[config.mk]
export PLATFORM = sky130hd
export DESIGN_NAME = crossing_gate_controller
export DESIGN_NICKNAME = d
export VERILOG_FILES = /design/src/rtl/crossing_gate_controller.sv
export SDC_FILE = /design/constraint.sdc
export NUM_CORES = 1
export LEC_CHECK = 0
export CAP_MARGIN = 10
export CORE_AREA = 5 5 102 104
export DETAILED_ROUTE_END_ITERATION = 12
export DIE_AREA = 0 0 107 109
export MAX_ROUTING_LAYER = met4
export PLACE_DENSITY = 0.74
export REMOVE_ABC_BUFFERS = 1
export SETUP_SLACK_MARGIN = 0.4
export SLEW_MARGIN = 15
export SYNTH_ARGS = -nofsm -noshare
export SYNTH_HDL_FRONTEND = slang
export SYNTH_SLANG_ARGS = --single-unit
[constraint.sdc]
create_clock -name clk -period 2.58 [get_ports clk]
set_clock_uncertainty 0.1 [all_clocks]
set_input_delay 0.387 -clock clk [delete_from_list [all_inputs] [get_ports clk]]
set_output_delay 0.387 -clock clk [all_outputs]
set_load 0.005 [all_outputs]
[src/rtl/crossing_gate_controller.sv]
`default_nettype none
// ============================================================================
// Module      : crossing_gate_controller
// Description : Per-crossing Moore FSMs driving warning lamps and gate motors
//               from voted train detection events, with fault trapping.
// Revision    : 1.0 - initial release
// ============================================================================
module crossing_gate_controller #(
    parameter int NUM_CROSSINGS = 4,
    parameter int WARN_CYCLES   = 16,
    parameter int WEATHER_EXTRA = 8,
    parameter int MOVE_TIMEOUT  = 32,
    parameter int CLEAR_HOLD    = 8,
    parameter int FLASH_DIV     = 4,
    parameter int CNT_W         = 8
) (
    input  logic                     clk,
    input  logic                     rst_n,
    input  logic [NUM_CROSSINGS-1:0] train_detected,
    input  logic [NUM_CROSSINGS-1:0] train_exited,
    input  logic [1:0]               weather_mode,
    input  logic [NUM_CROSSINGS-1:0] gate_down_sw,
    input  logic [NUM_CROSSINGS-1:0] gate_up_sw,
    input  logic                     fault_clear,
    output logic [NUM_CROSSINGS-1:0] lights_on,
    output logic [NUM_CROSSINGS-1:0] lamp_flash,
    output logic [NUM_CROSSINGS-1:0] gate_lower_cmd,
    output logic [NUM_CROSSINGS-1:0] gate_raise_cmd,
    output logic [NUM_CROSSINGS-1:0] crossing_closed,
    output logic [NUM_CROSSINGS-1:0] fault
);

    typedef enum logic [2:0] {
        ST_IDLE       = 3'd0,
        ST_WARN       = 3'd1,
        ST_LOWERING   = 3'd2,
        ST_CLOSED     = 3'd3,
        ST_CLEAR_HOLD = 3'd4,
        ST_RAISING    = 3'd5,
        ST_FAULT      = 3'd6
    } state_t;

    localparam int               c_flash_w    = (FLASH_DIV > 1) ? $clog2(FLASH_DIV) : 1;
    localparam logic [c_flash_w-1:0] c_flash_wrap = c_flash_w'(FLASH_DIV - 1);
    localparam logic [c_flash_w-1:0] c_flash_one  = c_flash_w'(1);
    localparam logic [CNT_W-1:0] c_timer_one  = CNT_W'(1);
    localparam logic [CNT_W-1:0] c_move_load  = CNT_W'(MOVE_TIMEOUT);
    localparam logic [CNT_W-1:0] c_hold_load  = CNT_W'(CLEAR_HOLD);
    localparam logic [CNT_W-1:0] c_warn_load0 = CNT_W'(WARN_CYCLES);
    localparam logic [CNT_W-1:0] c_warn_load1 = CNT_W'(WARN_CYCLES + 1 * WEATHER_EXTRA);
    localparam logic [CNT_W-1:0] c_warn_load2 = CNT_W'(WARN_CYCLES + 2 * WEATHER_EXTRA);
    localparam logic [CNT_W-1:0] c_warn_load3 = CNT_W'(WARN_CYCLES + 3 * WEATHER_EXTRA);

    logic [c_flash_w-1:0] r_flash_cnt;
    logic                 r_flash_phase;
    logic [CNT_W-1:0]     w_warn_load;

    // Shared flash phase: all crossings blink in unison
    always_ff @(posedge clk or negedge rst_n) begin
        if (!rst_n) begin
            r_flash_cnt   <= '0;
            r_flash_phase <= 1'b0;
        end else if (r_flash_cnt == c_flash_wrap) begin
            r_flash_cnt   <= '0;
            r_flash_phase <= ~r_flash_phase;
        end else begin
            r_flash_cnt   <= r_flash_cnt + c_flash_one;
        end
    end

    always_comb begin
        w_warn_load = c_warn_load0;
        case (weather_mode)
            2'd1:    w_warn_load = c_warn_load1;
            2'd2:    w_warn_load = c_warn_load2;
            2'd3:    w_warn_load = c_warn_load3;
            default: w_warn_load = c_warn_load0;
        endcase
    end

    for (genvar g = 0; g < NUM_CROSSINGS; g++) begin : g_crossing
        state_t           r_state;
        state_t           w_state_nxt;
        logic [CNT_W-1:0] r_timer;
        logic [CNT_W-1:0] w_timer_nxt;
        logic             r_exit_pending;
        logic             w_exit_pending_nxt;
        logic             w_timer_done;

        // Timer holds the remaining cycles in the current timed state
        assign w_timer_done = (r_timer <= c_timer_one);

        always_ff @(posedge clk or negedge rst_n) begin
            if (!rst_n) begin
                r_state        <= ST_IDLE;
                r_timer        <= '0;
                r_exit_pending <= 1'b0;
            end else begin
                r_state        <= w_state_nxt;
                r_timer        <= w_timer_nxt;
                r_exit_pending <= w_exit_pending_nxt;
            end
        end

        always_comb begin
            w_state_nxt        = r_state;
            w_timer_nxt        = r_timer;
            w_exit_pending_nxt = r_exit_pending;

            if ((r_state != ST_IDLE) && gate_down_sw[g] && gate_up_sw[g]) begin
                w_state_nxt = ST_FAULT;
            end else begin
                case (r_state)
                    ST_IDLE: begin
                        if (train_detected[g]) begin
                            w_state_nxt = ST_WARN;
                            w_timer_nxt = w_warn_load;
                        end
                    end
                    ST_WARN: begin
                        if (train_exited[g]) w_exit_pending_nxt = 1'b1;
                        if (w_timer_done) begin
                            w_state_nxt = ST_LOWERING;
                            w_timer_nxt = c_move_load;
                        end else begin
                            w_timer_nxt = r_timer - c_timer_one;
                        end
                    end
                    ST_LOWERING: begin
                        if (train_exited[g]) w_exit_pending_nxt = 1'b1;
                        if (gate_down_sw[g]) begin
                            w_state_nxt = ST_CLOSED;
                        end else if (w_timer_done) begin
                            w_state_nxt = ST_FAULT;
                        end else begin
                            w_timer_nxt = r_timer - c_timer_one;
                        end
                    end
                    ST_CLOSED: begin
                        if (r_exit_pending || train_exited[g]) begin
                            w_state_nxt = ST_CLEAR_HOLD;
                            w_timer_nxt = c_hold_load;
                        end
                    end
                    ST_CLEAR_HOLD: begin
                        if (train_detected[g]) begin
                            w_state_nxt = ST_CLOSED;
                        end else if (w_timer_done) begin
                            w_state_nxt = ST_RAISING;
                            w_timer_nxt = c_move_load;
                        end else begin
                            w_timer_nxt = r_timer - c_timer_one;
                        end
                    end
                    ST_RAISING: begin
                        if (train_detected[g]) begin
                            w_state_nxt = ST_LOWERING;
                            w_timer_nxt = c_move_load;
                        end else if (gate_up_sw[g]) begin
                            w_state_nxt = ST_IDLE;
                        end else if (w_timer_done) begin
                            w_state_nxt = ST_FAULT;
                        end else begin
                            w_timer_nxt = r_timer - c_timer_one;
                        end
                    end
                    ST_FAULT: begin
                        if (fault_clear && !train_detected[g]) w_state_nxt = ST_IDLE;
                    end
                    default: begin
                        w_state_nxt = ST_IDLE;
                    end
                endcase
            end

            // A stale exit must never leak into the next train's cycle
            if ((w_state_nxt == ST_IDLE) || (w_state_nxt == ST_CLEAR_HOLD) ||
                (w_state_nxt == ST_FAULT)) begin
                w_exit_pending_nxt = 1'b0;
            end
            if (w_state_nxt == ST_IDLE) w_timer_nxt = '0;
        end

        assign lights_on[g]       = (r_state != ST_IDLE);
        assign lamp_flash[g]      = (r_state != ST_IDLE) & r_flash_phase;
        assign gate_lower_cmd[g]  = (r_state == ST_LOWERING);
        assign gate_raise_cmd[g]  = (r_state == ST_RAISING);
        assign crossing_closed[g] = (r_state == ST_CLOSED) || (r_state == ST_CLEAR_HOLD);
        assign fault[g]           = (r_state == ST_FAULT);
    end

endmodule
`default_nettype wire
# After elaboration in Yosys (flattened, before gate mapping)
# Cells that the tools add are included.
classes:
  add_sub_neg: 5
  order_cmp: 4
  n_eq_ne: 64
  mux: 110
  n_bitwise: 5
  reduce_logical: 68
ops:
  columns: ["operator", "n"]
  rows:
  - ["2-to-1 mux 8 bit", 40]
  - ["one-hot mux 8 bit (6 select lines)", 4]
  - ["2-to-1 mux 3 bit", 44]
  - ["one-hot mux 3 bit (7 select lines)", 4]
  - ["== test 3 bit, second input constant", 20]
  - ["!= test 3 bit, second input constant", 12]
  - ["less-or-equal comparator 8 x 1 -> 1 bit, second input constant", 4]
  - ["subtractor 8 x 1 -> 8 bit, second input constant", 4]
  - ["AND reduction 7 bit", 4]
  - ["nonzero test 7 bit", 4]
  - ["== test 3 x 2 -> 1 bit, second input constant", 8]
  - ["zero test 3 bit", 8]
  - ["one-hot mux 6 bit (3 select lines)", 1]
  - ["logical OR 1 bit", 16]
  - ["2-to-1 mux 1 bit", 16]
  - ["!= test 2 x 1 -> 1 bit, second input constant", 8]
  - ["!= test 4 x 3 -> 1 bit, second input constant", 4]
  - ["nonzero test 2 bit", 8]
  - ["== test 3 x 1 -> 1 bit, second input constant", 4]
  - ["logical AND 1 bit", 12]
  - ["!= test 3 x 2 -> 1 bit, second input constant", 4]
  - ["AND reduction 3 bit", 4]
  - ["nonzero test 3 bit", 4]
  - ["OR reduction 2 bit", 4]
  - ["7 further kinds", 15]
word_totals:
  register_bits: 51
  input_bits: 21
  wordCells: 270

# Logic depth before layout (Yosys ltp)
# Gate-level depths: netlist (run 1).
logic_depth:
  word_depth: 11
  ltp_mapped: 13

# Worst setup path after synthesis (run 1)
# Ideal clock, no wire load.
synth_path:
  path_type: "reg-to-reg"
  start: "reg g_crossing[0].r_timer[2]"
  end: "reg g_crossing[0].r_timer[0]"
  arrival_time_ps: 2304
  required_time_ps: 2338
  slack_ps: 33
  stages_incl_launch_ff: 11
  n_path_buf: 0
  synth_period_minus_slack_ps: 2547
  cell_sequence: "dfrtp_1 -> or4_1 -> nor4_2 -> inv_2 -> ha_1 -> inv_1 -> a22o_1 -> a21oi_1 -> o22ai_1 -> nor2_1 -> a211oi_1"
synth_between:
  elab_chain_len: 9
  elab_cells_between_ends: 28
  classes_between: "order compare: 1; eq/ne: 6; mux: 18; reduce/logical: 3"
synth_rtl:
  columns: ["item", "line", "rtl"]
  rows:
  - ["from (decl)", "84", "logic [CNT_W-1:0] r_timer;"]
  - ["from (signal assigned)", "100", "r_timer <= w_timer_nxt;"]
  - ["less-or-equal comparator 8 x 1 -> 1 bit *", "91", "assign w_timer_done = (r_timer <= c_timer_one);"]
  - ["2-to-1 mux 3 bit", "133, 161", null]
  - ["2-to-1 mux 3 bit", "159", "end else if (gate_up_sw[g]) begin"]
  - ["2-to-1 mux 3 bit", "156", "if (train_detected[g]) begin"]
  - ["one-hot mux 3 bit (7 select lines)", "113", "case (r_state)"]
  - ["2-to-1 mux 3 bit", "110", "if ((r_state != ST_IDLE) && gate_down_sw[g] && gate_up_sw[g]) begin"]
  - ["zero test 3 bit", "181", "if (w_state_nxt == ST_IDLE) w_timer_nxt = '0;"]
  - ["!= test 4 x 3 -> 1 bit (no source line) (tied with other cells)", null, null]
  - ["AND reduction 7 bit (no source line)", null, null]
# Mark *: on every way between the ends. The rest lies on a longest branch, timed or not. The select of a mux whose other input is x is not followed.
# A chain may end at the register's enable or synchronous reset.

# Worst setup path in the final report (run 1)
layout_path:
  start: "reg g_crossing[1].r_state[1]"
  end: "reg g_crossing[1].r_timer[7]"
layout_between:
  elab_chain_len: 8
  elab_cells_between_ends: 34
  classes_between: "eq/ne: 12; mux: 15; reduce/logical: 7"
layout_rtl:
  columns: ["item", "line", "rtl"]
  rows:
  - ["from (decl)", "82", "state_t r_state;"]
  - ["from (signal assigned)", "99", "r_state <= w_state_nxt;"]
  - ["2-to-1 mux 3 bit", "133, 161", null]
  - ["2-to-1 mux 3 bit", "159", null]
  - ["2-to-1 mux 3 bit", "156", null]
  - ["one-hot mux 3 bit (7 select lines)", "113", null]
  - ["2-to-1 mux 3 bit", "110", null]
  - ["zero test 3 bit", "181", null]
  - ["!= test 4 x 3 -> 1 bit (no source line) (tied with other cells)", null, null]
  - ["AND reduction 7 bit (no source line)", null, null]
  - ["to (signal assigned)", "100", null]
  - ["to (decl)", "84", null]
# Parallel ways exist; a longest one is shown, timed or not. The select of a mux whose other input is x is not followed.

==> metrics.md, run 1 <==
| Metric | Value |
|---|---|
| Relative slew margins | 0.586 |
| Tot GR Track Use | 0.248 |
| Initial core utilization | 0.465 |
| Distinct cells, synth | 74 |
| Hold Vio Cnt, Final | 11 |
| Iteration-0 DRC Markers | between 300 and 400 |
| # setup viols final | 0 |
| Largest net degree at the start of global routing | 27 |
| Static Leakage | approximately 3.1 nW |
| Req. time, crit path | 2720 ps |
| FF+latch count, synth | roughly 50 |
| Synth warn | 0 |
| Final slew viol count | 0 |
| P per Cell Area | 1470 nW/um2 |
| Post-synthesis cell count | around 590 |
| Io pins | 45 |
| CTS tree | yes |
| Layout cells sized above 1 | 0.414 |
| Status | complete, but fails checks |
| Hold_buf cts | 0 |
| Vias post-DR | 5,358 |
| Synthesized area | 4400 um2 |
| Clk slew on worst S/H paths | 90 ps |
| GP Congestion | approximately 0.93 |
| Rows | 36 |
| RSZ-0062 raised after global routing | yes |
| Clk sinks | 51 |
| Number of synthesized flops with an enable pin | 0 |
| Root Buffer | clkbuf_8 |
| Vias in the first global route | 5,051 |
| CP Max Fanout | 7 |
| Cts bufs inserted | 5 |
| Max incr delay on CP | slightly above 500 ps |
| Pre-CTS setup slack | -33.5 ps |
| CP Launch Type | flop |
| First-pass GRT wire length | around 23 mm |
| Crit share post-route | 0.931 |
| Detail Route Antenna Nets | 0 |
| Drt total wl | 15.9 mm |
| Minimum clock period | ~2400 ps |
| Share of the synthesized area in the top cell type | 0.290 |
| DR pass1 iterations | 5 |
| Hold Path Class | in2async |
| Largest cells by area after synthesis | dfrtp_1 (29%), a21oi_1 (6.3%), o21ai_0 (5.5%) |
| PnR worst setup slack | around 180 ps |
| Crit-path slowest cell | or4b_4 |
| Fin util | 0.731 |
| Number of buffers inserted by port buffering | 44 |
| Yosys top cell by area | dfrtp_1 |
| Area Growth Syn to Fin | 57.4% |
| Core area | 9460 um2 |
| Kind of critical path | reg2reg |
| DP Wirelength | 8.96 mm |
| Via/cell ratio | 6.14 |
| Clock latency at the later pin of the worst-skew pair | approximately 300 ps |
| Worst setup path start | g_crossing[1].r_state[1] |
| Die Wd | around 110 um |
| Most common cell in the netlist | nor2_1 |
| Worst-path cell chain | or2b_4 > or2b_4 > inv_2 > a32oi_2 > or3b_4 > a21o_4 > or4b_4 > a21oi_2 |
| Max-Cap Viols | 0 |
| Commonest cells post-synth | nor2_1 (59), a21oi_1 (55), dfrtp_1 (51), o21ai_0 (48), nand2_1 (47) |
| WP data arrival | 2540 ps |
| Nets@finish | 793 |
| Tightest Pin Transition | 622 ps |
| Gr ovfl total | 0 |
| DRC Markers | 0 |
| H-tree depth | 2 |
| N_diodes | 0 |
| Antenna violations before repair | 0 |
| Drt wl/cell | 18.2 um |
| WHS | -12.8 ps |
| Peak VDD IR | ~750 uV |
| Failing checks | hold timing |
| Clock Path Buffers | 2 |
| Prevailing post-synth register cell | dfrtp_1 |
| R2r startpoint | g_crossing[1].r_state[1] |
| Die area | about 12,000 um2 |
| Ys async rst share | 1.00 |
| Synth Area per Inst | 7.49 um2 |
| Die height | 109 um |
| Top achievable clock speed | 0.416 GHz |
| Sequential-to-total area share from yosys stat | 0.290 |
| Setup_tns | 0 ps |
| Crit. End Element | flop |
| Most used cell, CP | or2b_4 |
==> cell type report <==
cell class	count	area (um2)
Multi-Input combinational cell	460	3520
Fill cell	656	2540
Timing Repair Buffer	199	1730
Sequential cell	51	1280
Inverter	42	163
Tap cell	114	143
Clock buffer	6	72.6
==> kinds of logic after synthesis <==
kind of cell	synth area share
buf+inv	0.0680
fa+ha+maj	0.0370
simple gates	0.288
compound gates	0.293
mux	0.0120
flops	0.290
xor+xnor	0.0120
==> critical path, delay by kind of cell, from the launching register on <==
| family | cells | cell delay (ps) |
|---|---|---|
| flops | 1 | 400 |
| buf+inv | 1 | 50 |
| compound gates | 3 | 530 |
| simple gates | 4 | 1250 |
==> flip-flops by register name, indices dropped and copies added (netlist names) <==
register,count
g_crossing.r_exit_pending,4
g_crossing.r_state,12
g_crossing.r_timer,32
r_flash_cnt,2
r_flash_phase,1
==> path summary, 6_finish.rpt <==
path | end | slack, ps | cells after the start
max | g_crossing[1].r_timer[7] | 180 | 8
min | g_crossing[2].r_timer[2] | -10 | 1
max reg2reg | g_crossing[1].r_timer[7] | 180 | 8
min reg2reg | r_flash_cnt[0] | 340 | 1
max in group asynchronous | g_crossing[3].r_state[1] | 1810 | 2
min in group clk | g_crossing[1].r_exit_pending | 330 | 3
==> layout by cell type, fill, tap and decap left out, types with 12 or more instances in the layout <==
master and n:
a21oi_1 42, nor2_1 54, nand2b_1 19, inv_2 18
o21ai_0 33, dlygate4sd2_1 12, buf_6 27, clkdlybuf4s50_1 21
inv_1 23, dfrtp_1 45, buf_4 123, nand2_1 45
a21oi_2 14, o22ai_1 12
==> what timing repair did <==
item / 4_1_cts / 5_1_grt
endpoints found under the setup margin: 58 / 50
setup buffers: 59 / 30
gates resized for setup: 127 / 106
pin swaps: 47 / 53
==> layer usage <==
| layer | GRT usage | up-vias | routed length (um) |
|---|---|---|---|
| met2 | 0.433 | 223 | 8100 |
| met5 | - | - | 0 |
| met4 | 0.0667 | 0 | 382 |
| li1 | - | 2477 | - |
| met1 | 0.301 | 2614 | 6540 |
| met3 | 0.0355 | 44 | 866 |
==> metrics by stage <==
stage / total power [W] / instance area (um2) / cells
6_report: 0.0102 / 6920 / 872
5_1_grt: 0.0109 / 6920 / 872
4_1_cts: 0.00868 / 6290 / 842
3_5_place_dp: 0.00679 / 5350 / 777
3_3_place_gp: 0.00665 / 5350 / 777
2_1_floorplan: 0.00477 / 4260 / 553
==> where the power goes <==
part,switching (W),leakage [nW],internal [W]
Combinational,0.00410,2.46,0.00419
Sequential,0.000346,0.649,0.00112
Clock,0.000255,0.0371,0.000182
(Power assumes the default switching activity.)
==> inputs of run 2 (changes only) <==
--- a/config.mk
+++ b/config.mk
@@ -5,12 +5,13 @@
 export SDC_FILE = /design/constraint.sdc
 export NUM_CORES = 1
 export LEC_CHECK = 0
-export CAP_MARGIN = 10
-export CORE_AREA = 5 5 102 104
+export CAP_MARGIN = 20
+export CORE_AREA = 5 5 93 95
 export DETAILED_ROUTE_END_ITERATION = 12
-export DIE_AREA = 0 0 107 109
+export DIE_AREA = 0 0 98 100
+export DONT_BUFFER_PORTS = 1
 export MAX_ROUTING_LAYER = met4
-export PLACE_DENSITY = 0.74
+export PLACE_DENSITY = 0.79
 export REMOVE_ABC_BUFFERS = 1
 export SETUP_SLACK_MARGIN = 0.4
 export SLEW_MARGIN = 15
==> metrics.md, run 2 (synthesis results as in run 1) <==
| Metric | Value |
|---|---|
| Peak VDD IR | 887 uV (+19%) |
| Worst hold path stage count | 3 |
| Fin util | 0.780 (+0.0488) |
| Max-Cap Viols | 0 (unchanged) |
| Finished Layout Cells | 773 (-11%) |
| Rows | 32 (-11%) |
| Initial core utilization | 0.575 (+0.110) |
| Hold Path Class | in2reg |
| Vias in the first global route | 4,715 (-6.7%) |
| Max incr delay on CP | 560 ps (+50 ps) |
| Failing checks | setup timing |
| Nets@finish | 704 (-11%) |
| Placed cell area | 4680 um2 (-13%) |
| Status | complete, but fails checks |
| N_diodes | 0 (unchanged) |
| Req. time, crit path | 2670 ps (-50 ps) |
| Critical path depth | 10 (+2) |
| GP Congestion | 0.928 (+0.31%) |
| DRC Markers | 0 (unchanged) |
| Overall power | 0.00926 W (-9.2%) |
| Cts bufs inserted | 5 (unchanged) |
| Root Buffer | clkbuf_8 |
| Area Growth Syn to Fin | 35.7% |
| Drt wl/cell | 20.1 um (+10%) |
| H-tree depth | 2 (unchanged) |
| Crit. End Element | flop |
| CTS tree | yes |
| Clock latency at the later pin of the worst-skew pair | 310 ps (about the same) |
| RSZ-0062 raised after global routing | yes |
| Clk sinks | 51 (unchanged) |
| Iteration-0 DRC Markers | 305 (-21%) |
| Final Cell Area | 5970 um2 (-14%) |
| Io pins | 45 (unchanged) |
| Top achievable clock speed | 0.383 GHz (-7.9%) |
| Drt total wl | 15.5 mm (-2.2%) |
| Most frequent cells in the layout | buf_4 (95), nor2_1 (56), nand2_1 (47) |
| Biggest register | g_crossing.r_timer |
| Tot GR Track Use | 0.271 (+0.0230) |
| DR pass1 iterations | 5 (unchanged) |
| Kind of critical path | reg2reg |
| Antenna violations before repair | 0 (unchanged) |
| CP Max Fanout | 4 (-3) |
| Minimum clock period | 2610 ps (+205 ps) |
| Delay-heaviest family, CP | simple AND/OR/NAND/NOR gates |
| Vias post-DR | 5,141 (-4.1%) |
| Layout cells sized above 1 | 0.356 (-0.0581) |
| Most used cell, CP | inv_2 |
| Critical path buffer and inverter count | 2 (+1) |
| First-pass GRT wire length | 21.9 mm (-6.1%) |
| Biggest regs | g_crossing.r_timer (32), g_crossing.r_state (12), g_crossing.r_exit_pending (4) |
| Commonest non-fill, non-tap cell in the layout | buf_4 |
| Core area | 7650 um2 (-19%) |
| Pre-CTS setup slack | 23.9 ps (+57.3 ps) |
| Detail Route Antenna Nets | 0 (unchanged) |
| Static Leakage | 2.57 nW (-18%) |
| Fillcell total | 471 (-28%) |
| Largest net degree at the start of global routing | 52 (+93%) |
| Clock Path Buffers | 2 (unchanged) |
| Max reg flops | 32 (unchanged) |
| # setup viols final | 1 (+1) |
| Relative slew margins | 0.690 (+0.104) |
| Gr ovfl total | 0 (unchanged) |
| P per Cell Area | 1550 nW/um2 (+5.3%) |
| Worst-path cell chain | or4_4 > nor4_4 > inv_2 > ha_4 > inv_2 > a22o_1 > a21oi_1 > o22ai_1 > nor2_1 > a211oi_1 |
| R2R depth | 10 (+2) |
| Dpl cells | 694 (-11%) |
| PnR worst setup slack | -27.7 ps (-205 ps) |
| Tightest Pin Transition | 461 ps (-161 ps) |
| WP data arrival | 2700 ps (+160 ps) |
| Crit share post-route | 1.01 (+0.0796) |
| Crit-path slowest cell | or4_4 |
| Hold Vio Cnt, Final | 0 (-11) |
| Number of buffers inserted by port buffering | 0 (-100%) |
| Clk slew on worst S/H paths | 110 ps (+20 ps) |
| Final slew viol count | 0 (unchanged) |
| CP Launch Type | flop |
| Die height | 100 um (-8.3%) |
| Via/cell ratio | 6.65 (+8.2%) |
| Die Wd | 98 um (-8.4%) |
| Die area | 9800 um2 (-16%) |
| DP Wirelength | 8.39 mm (-6.4%) |
-- run 2: cell type report --
class	instances	area (um2)	area share
clock buffer	5	68.8	0.0115
clock inverter	3	18.8	0.00315
inverter	42	170	0.0285
multi-input combinational	460	3400	0.569
sequential	51	1290	0.216
tap	102	128	0.0214
timing repair buffer	110	897	0.150
-- run 2: final timing paths --
path                                           from                  endpoint  slack, ps
max                        g_crossing[0].r_timer[2]  g_crossing[0].r_timer[0]        -30
min                                   gate_up_sw[1]  g_crossing[1].r_timer[3]        180
max reg2reg                g_crossing[0].r_timer[2]  g_crossing[0].r_timer[0]        -30
min reg2reg                          r_flash_cnt[0]            r_flash_cnt[0]        360
max in group asynchronous                     rst_n  g_crossing[3].r_state[0]       1630
min in group asynchronous                     rst_n  g_crossing[1].r_timer[6]        490
-- run 2: through the flow --
step	setup TNS, ps	hold WS, ps
after CTS	0	168
after global routing	-88.8	167
final	-27.7	179
after floorplan	0	-8.59
after global placement	0	-6.65
after detailed placement	0	-6.57
-- run 2: where the power goes --
part	total (W)	leakage [nW]	switching (W)	internal, W
Sequential	0.00153	0.645	0.000400	0.00113
Clock	0.000494	0.0483	0.000301	0.000193
Combinational	0.00724	1.88	0.00383	0.00341
-- run 2: tightest hold or removal path, cell delays in order --
cell     delay (ps)
a21oi_4          50
nand2_1          60
a21oi_1          50
-- run 2: layer usage --
metal,routed length (um),GRT usage,share of wire,up-vias
met5,0,-,0,-
met4,747,0.0895,0.048,0
met3,1200,0.0417,0.077,89
met2,7870,0.466,0.51,336
met1,5720,0.326,0.37,2423
li1,-,-,-,2293
-- run 2: what timing repair did --
action                                 4_1_cts  5_1_grt
endpoints found under the hold margin       51        0
setup endpoints to repair                   37       40
resized for setup                           78       66
hold buffers                                 2        0
pin swaps                                   42       44
setup buffers                               41       28
==> inputs of run 3 (changes only) <==
--- a/config.mk
+++ b/config.mk
@@ -6,12 +6,12 @@
 export NUM_CORES = 1
 export LEC_CHECK = 0
 export CAP_MARGIN = 20
-export CORE_AREA = 5 5 93 95
+export CORE_AREA = 5 5 142 144
 export DETAILED_ROUTE_END_ITERATION = 12
-export DIE_AREA = 0 0 98 100
+export DIE_AREA = 0 0 147 149
 export DONT_BUFFER_PORTS = 1
 export MAX_ROUTING_LAYER = met4
-export PLACE_DENSITY = 0.79
+export PLACE_DENSITY = 0.41
 export REMOVE_ABC_BUFFERS = 1
 export SETUP_SLACK_MARGIN = 0.4
 export SLEW_MARGIN = 15
==> metrics.md, run 3 (synthesis results as in run 1) <==
| Metric | Value |
|---|---|
| Peak VDD IR | 530 uV (-40%) |
| Cts bufs inserted | 5 (unchanged) |
| Rows | 50 (+56%) |
| GP Congestion | 0.856 (-7.8%) |
| Io pins | 45 (unchanged) |
| Root Buffer | clkbuf_16 |
| Tot GR Track Use | 0.130 (-0.140) |
| Detail Route Antenna Nets | 0 (unchanged) |
| Fillcell total | 1,883 (+300%) |
| Die height | 149 um (+49%) |
| Final slew viol count | 0 (unchanged) |
| Fin util | 0.333 (-0.448) |
| GR Util met2 | 0.204 (-0.262) |
| N_diodes | 0 (unchanged) |
| R2R depth | 8 (-2) |
| Die Wd | 147 um (+50%) |
| Die area | 21,900 um2 (+120%) |
| M3 GR Usage | 0.0313 (-0.0104) |
| Pre-CTS setup slack | 2.35 ps (-21.5 ps) |
| Delay-heaviest family, CP | simple AND/OR/NAND/NOR gates |
| Critical path depth | 8 (-2) |
| Vias in the first global route | 4,550 (-3.5%) |
| Iteration-0 DRC Markers | 281 (-7.9%) |
| Hold Path Class | in2reg |
| Hold Vio Cnt, Final | 0 (unchanged) |
| Clock latency at the later pin of the worst-skew pair | 300 ps (about the same) |
| WHS | 171 ps (-8.04 ps) |
| Biggest regs | g_crossing.r_timer (32), g_crossing.r_state (12), g_crossing.r_exit_pending (4) |
| Setup_tns | 0 ps (+27.7 ps) |
| Relative slew margins | 0.735 (+0.0454) |
| Comb power frac | 0.757 (-0.025) |
| Flop pwr share | 0.159 (-0.006) |
| Most used cell, CP | or2b_4 |
| CP Launch Type | flop |
| Biggest register | g_crossing.r_timer |
| Worst hold path stage count | 2 (-1) |
| Drt total wl | 14.5 mm (-6.9%) |
| Internal power | 0.00508 W (+7.4%) |
| Via/cell ratio | 5.29 (-20%) |
| Clk sinks | 51 (unchanged) |
| Sw frac | 0.458 (-0.0313) |
| Most frequent cells in the layout | buf_4 (88), nor2_1 (55), nand2_1 (46), dfrtp_1 (46), a21oi_1 (38) |
| Req. time, crit path | 2710 ps (+40 ps) |
| Nets@finish | 701 (-0.43%) |
| WP data arrival | 2480 ps (-220 ps) |
| Gr ovfl total | 0 (unchanged) |
| Crit. End Element | flop |
| Layout cells sized above 1 | 0.368 (+0.0121) |
| CTS tree | yes |
| Drt wl/cell | 16.0 um (-20%) |
| Minimum clock period | 2340 ps (-263 ps) |
| P per Cell Area | 1520 nW/um2 (-2.3%) |
| Critical path buffer and inverter count | 1 (-1) |
| Max reg flops | 32 (unchanged) |
| Worst-path cell chain | or2b_4 > or2b_4 > inv_2 > a32oi_2 > or3b_4 > a21o_4 > or4b_4 > a21oi_2 |
| Max-Cap Viols | 0 (unchanged) |
| DRC Markers | 0 (unchanged) |
| Crit share post-route | 0.909 (-0.102) |
| Status | finished, final reports clean |
| H-tree depth | 2 (unchanged) |
| # setup viols final | 0 (-1) |
| RSZ-0062 raised after global routing | yes |
| Clk pwr share | 0.084 (+0.031) |
| Vias post-DR | 4,770 (-7.2%) |
| Antenna violations before repair | 0 (unchanged) |
| Static Leakage | 2.60 nW (+1.2%) |
| Max incr delay on CP | 510 ps (-50 ps) |
| Initial core utilization | 0.237 (-0.338) |
| Grt peak-use layer | met2 |
| Core area | 18,600 um2 (+140%) |
| DP Wirelength | 9.79 mm (+17%) |
| Kind of critical path | reg2reg |
| PnR worst setup slack | 236 ps (+263 ps) |
| Area Growth Syn to Fin | 40.6% |
| Clock Path Buffers | 2 (unchanged) |
| Met1 usage | 0.165 (-0.161) |
| Largest net degree at the start of global routing | 52 (unchanged) |
| Top achievable clock speed | 0.427 GHz (+11%) |
| Clk slew on worst S/H paths | 70 ps (-40 ps) |
| Commonest non-fill, non-tap cell in the layout | buf_4 |
| Number of buffers inserted by port buffering | 0 (unchanged) |
| First-pass GRT wire length | 23.3 mm (+6.1%) |
| NetSw | 0.00430 W (-5.3%) |
| DR pass1 iterations | 4 (-1) |
| CP Max Fanout | 5 (+1) |
| Crit-path slowest cell | or4b_4 |
| Tightest Pin Transition | 393 ps (-68.0 ps) |
-- run 3: cell types whose count changed in the layout (fill, tap and decap cells not counted), moves of 5 or more --
cell,before,now
o21ai_1,2,10
a21oi_1,45,38
clkbuf_16,0,5
buf_4,95,88
o21ai_0,43,37
a21oi_2,9,17
-- run 3: final timing paths --
kind,startpoint,end,slack [ps]
setup / recovery,g_crossing[1].r_state[1],g_crossing[1].r_timer[7],240
hold / removal,train_exited[1],g_crossing[1].r_exit_pending,170
setup reg to reg,g_crossing[1].r_state[1],g_crossing[1].r_timer[7],240
hold reg to reg,r_flash_cnt[0],r_flash_cnt[0],330
max in group asynchronous,rst_n,g_crossing[3].r_state[0],1610
min in group asynchronous,rst_n,g_crossing[2].r_timer[0],520
-- run 3: cell type report --
cell class,instances,area [um2],area share
multi-input combinational,460,3380,0.546
sequential,51,1280,0.207
timing repair buffer,107,890,0.144
tap,234,293,0.0474
inverter,42,165,0.0267
clock buffer,6,139,0.0225
clock inverter,2,35.0,0.00567
-- run 3: through the flow --
stage | cells | cell area (um2) | total power [W]
CTS | 880 | 5690 | 0.00829
global route | 902 | 6180 | 0.0102
detailed placement | 834 | 4900 | 0.00640
global placement | 834 | 4900 | 0.00641
floorplan | 553 | 4260 | 0.00477
finish | 902 | 6180 | 0.00937
-- run 3: what timing repair did --
item                       CTS  global route
pin swaps                   40            38
setup endpoints to repair   38            38
hold buffers                 2             0
hold endpoints to repair    51             0
setup buffers               36            22
gates resized for setup     77            79
-- run 3: power groups by stage --
stage	clock [W]	combinational (W)	sequential [W]
final	0.000785	0.00709	0.00149
after global routing	0.000853	0.00775	0.00154
after CTS	0.000822	0.00598	0.00149
after global placement	0	0.00492	0.00149
after floorplan	0	0.00322	0.00156
after detailed placement	0	0.00490	0.00149
-- run 3: metal layers --
layer,up-vias,part of all wire
met4,0,0.027
met2,139,0.48
met5,-,0
li1,2295,-
met3,24,0.056
met1,2312,0.44
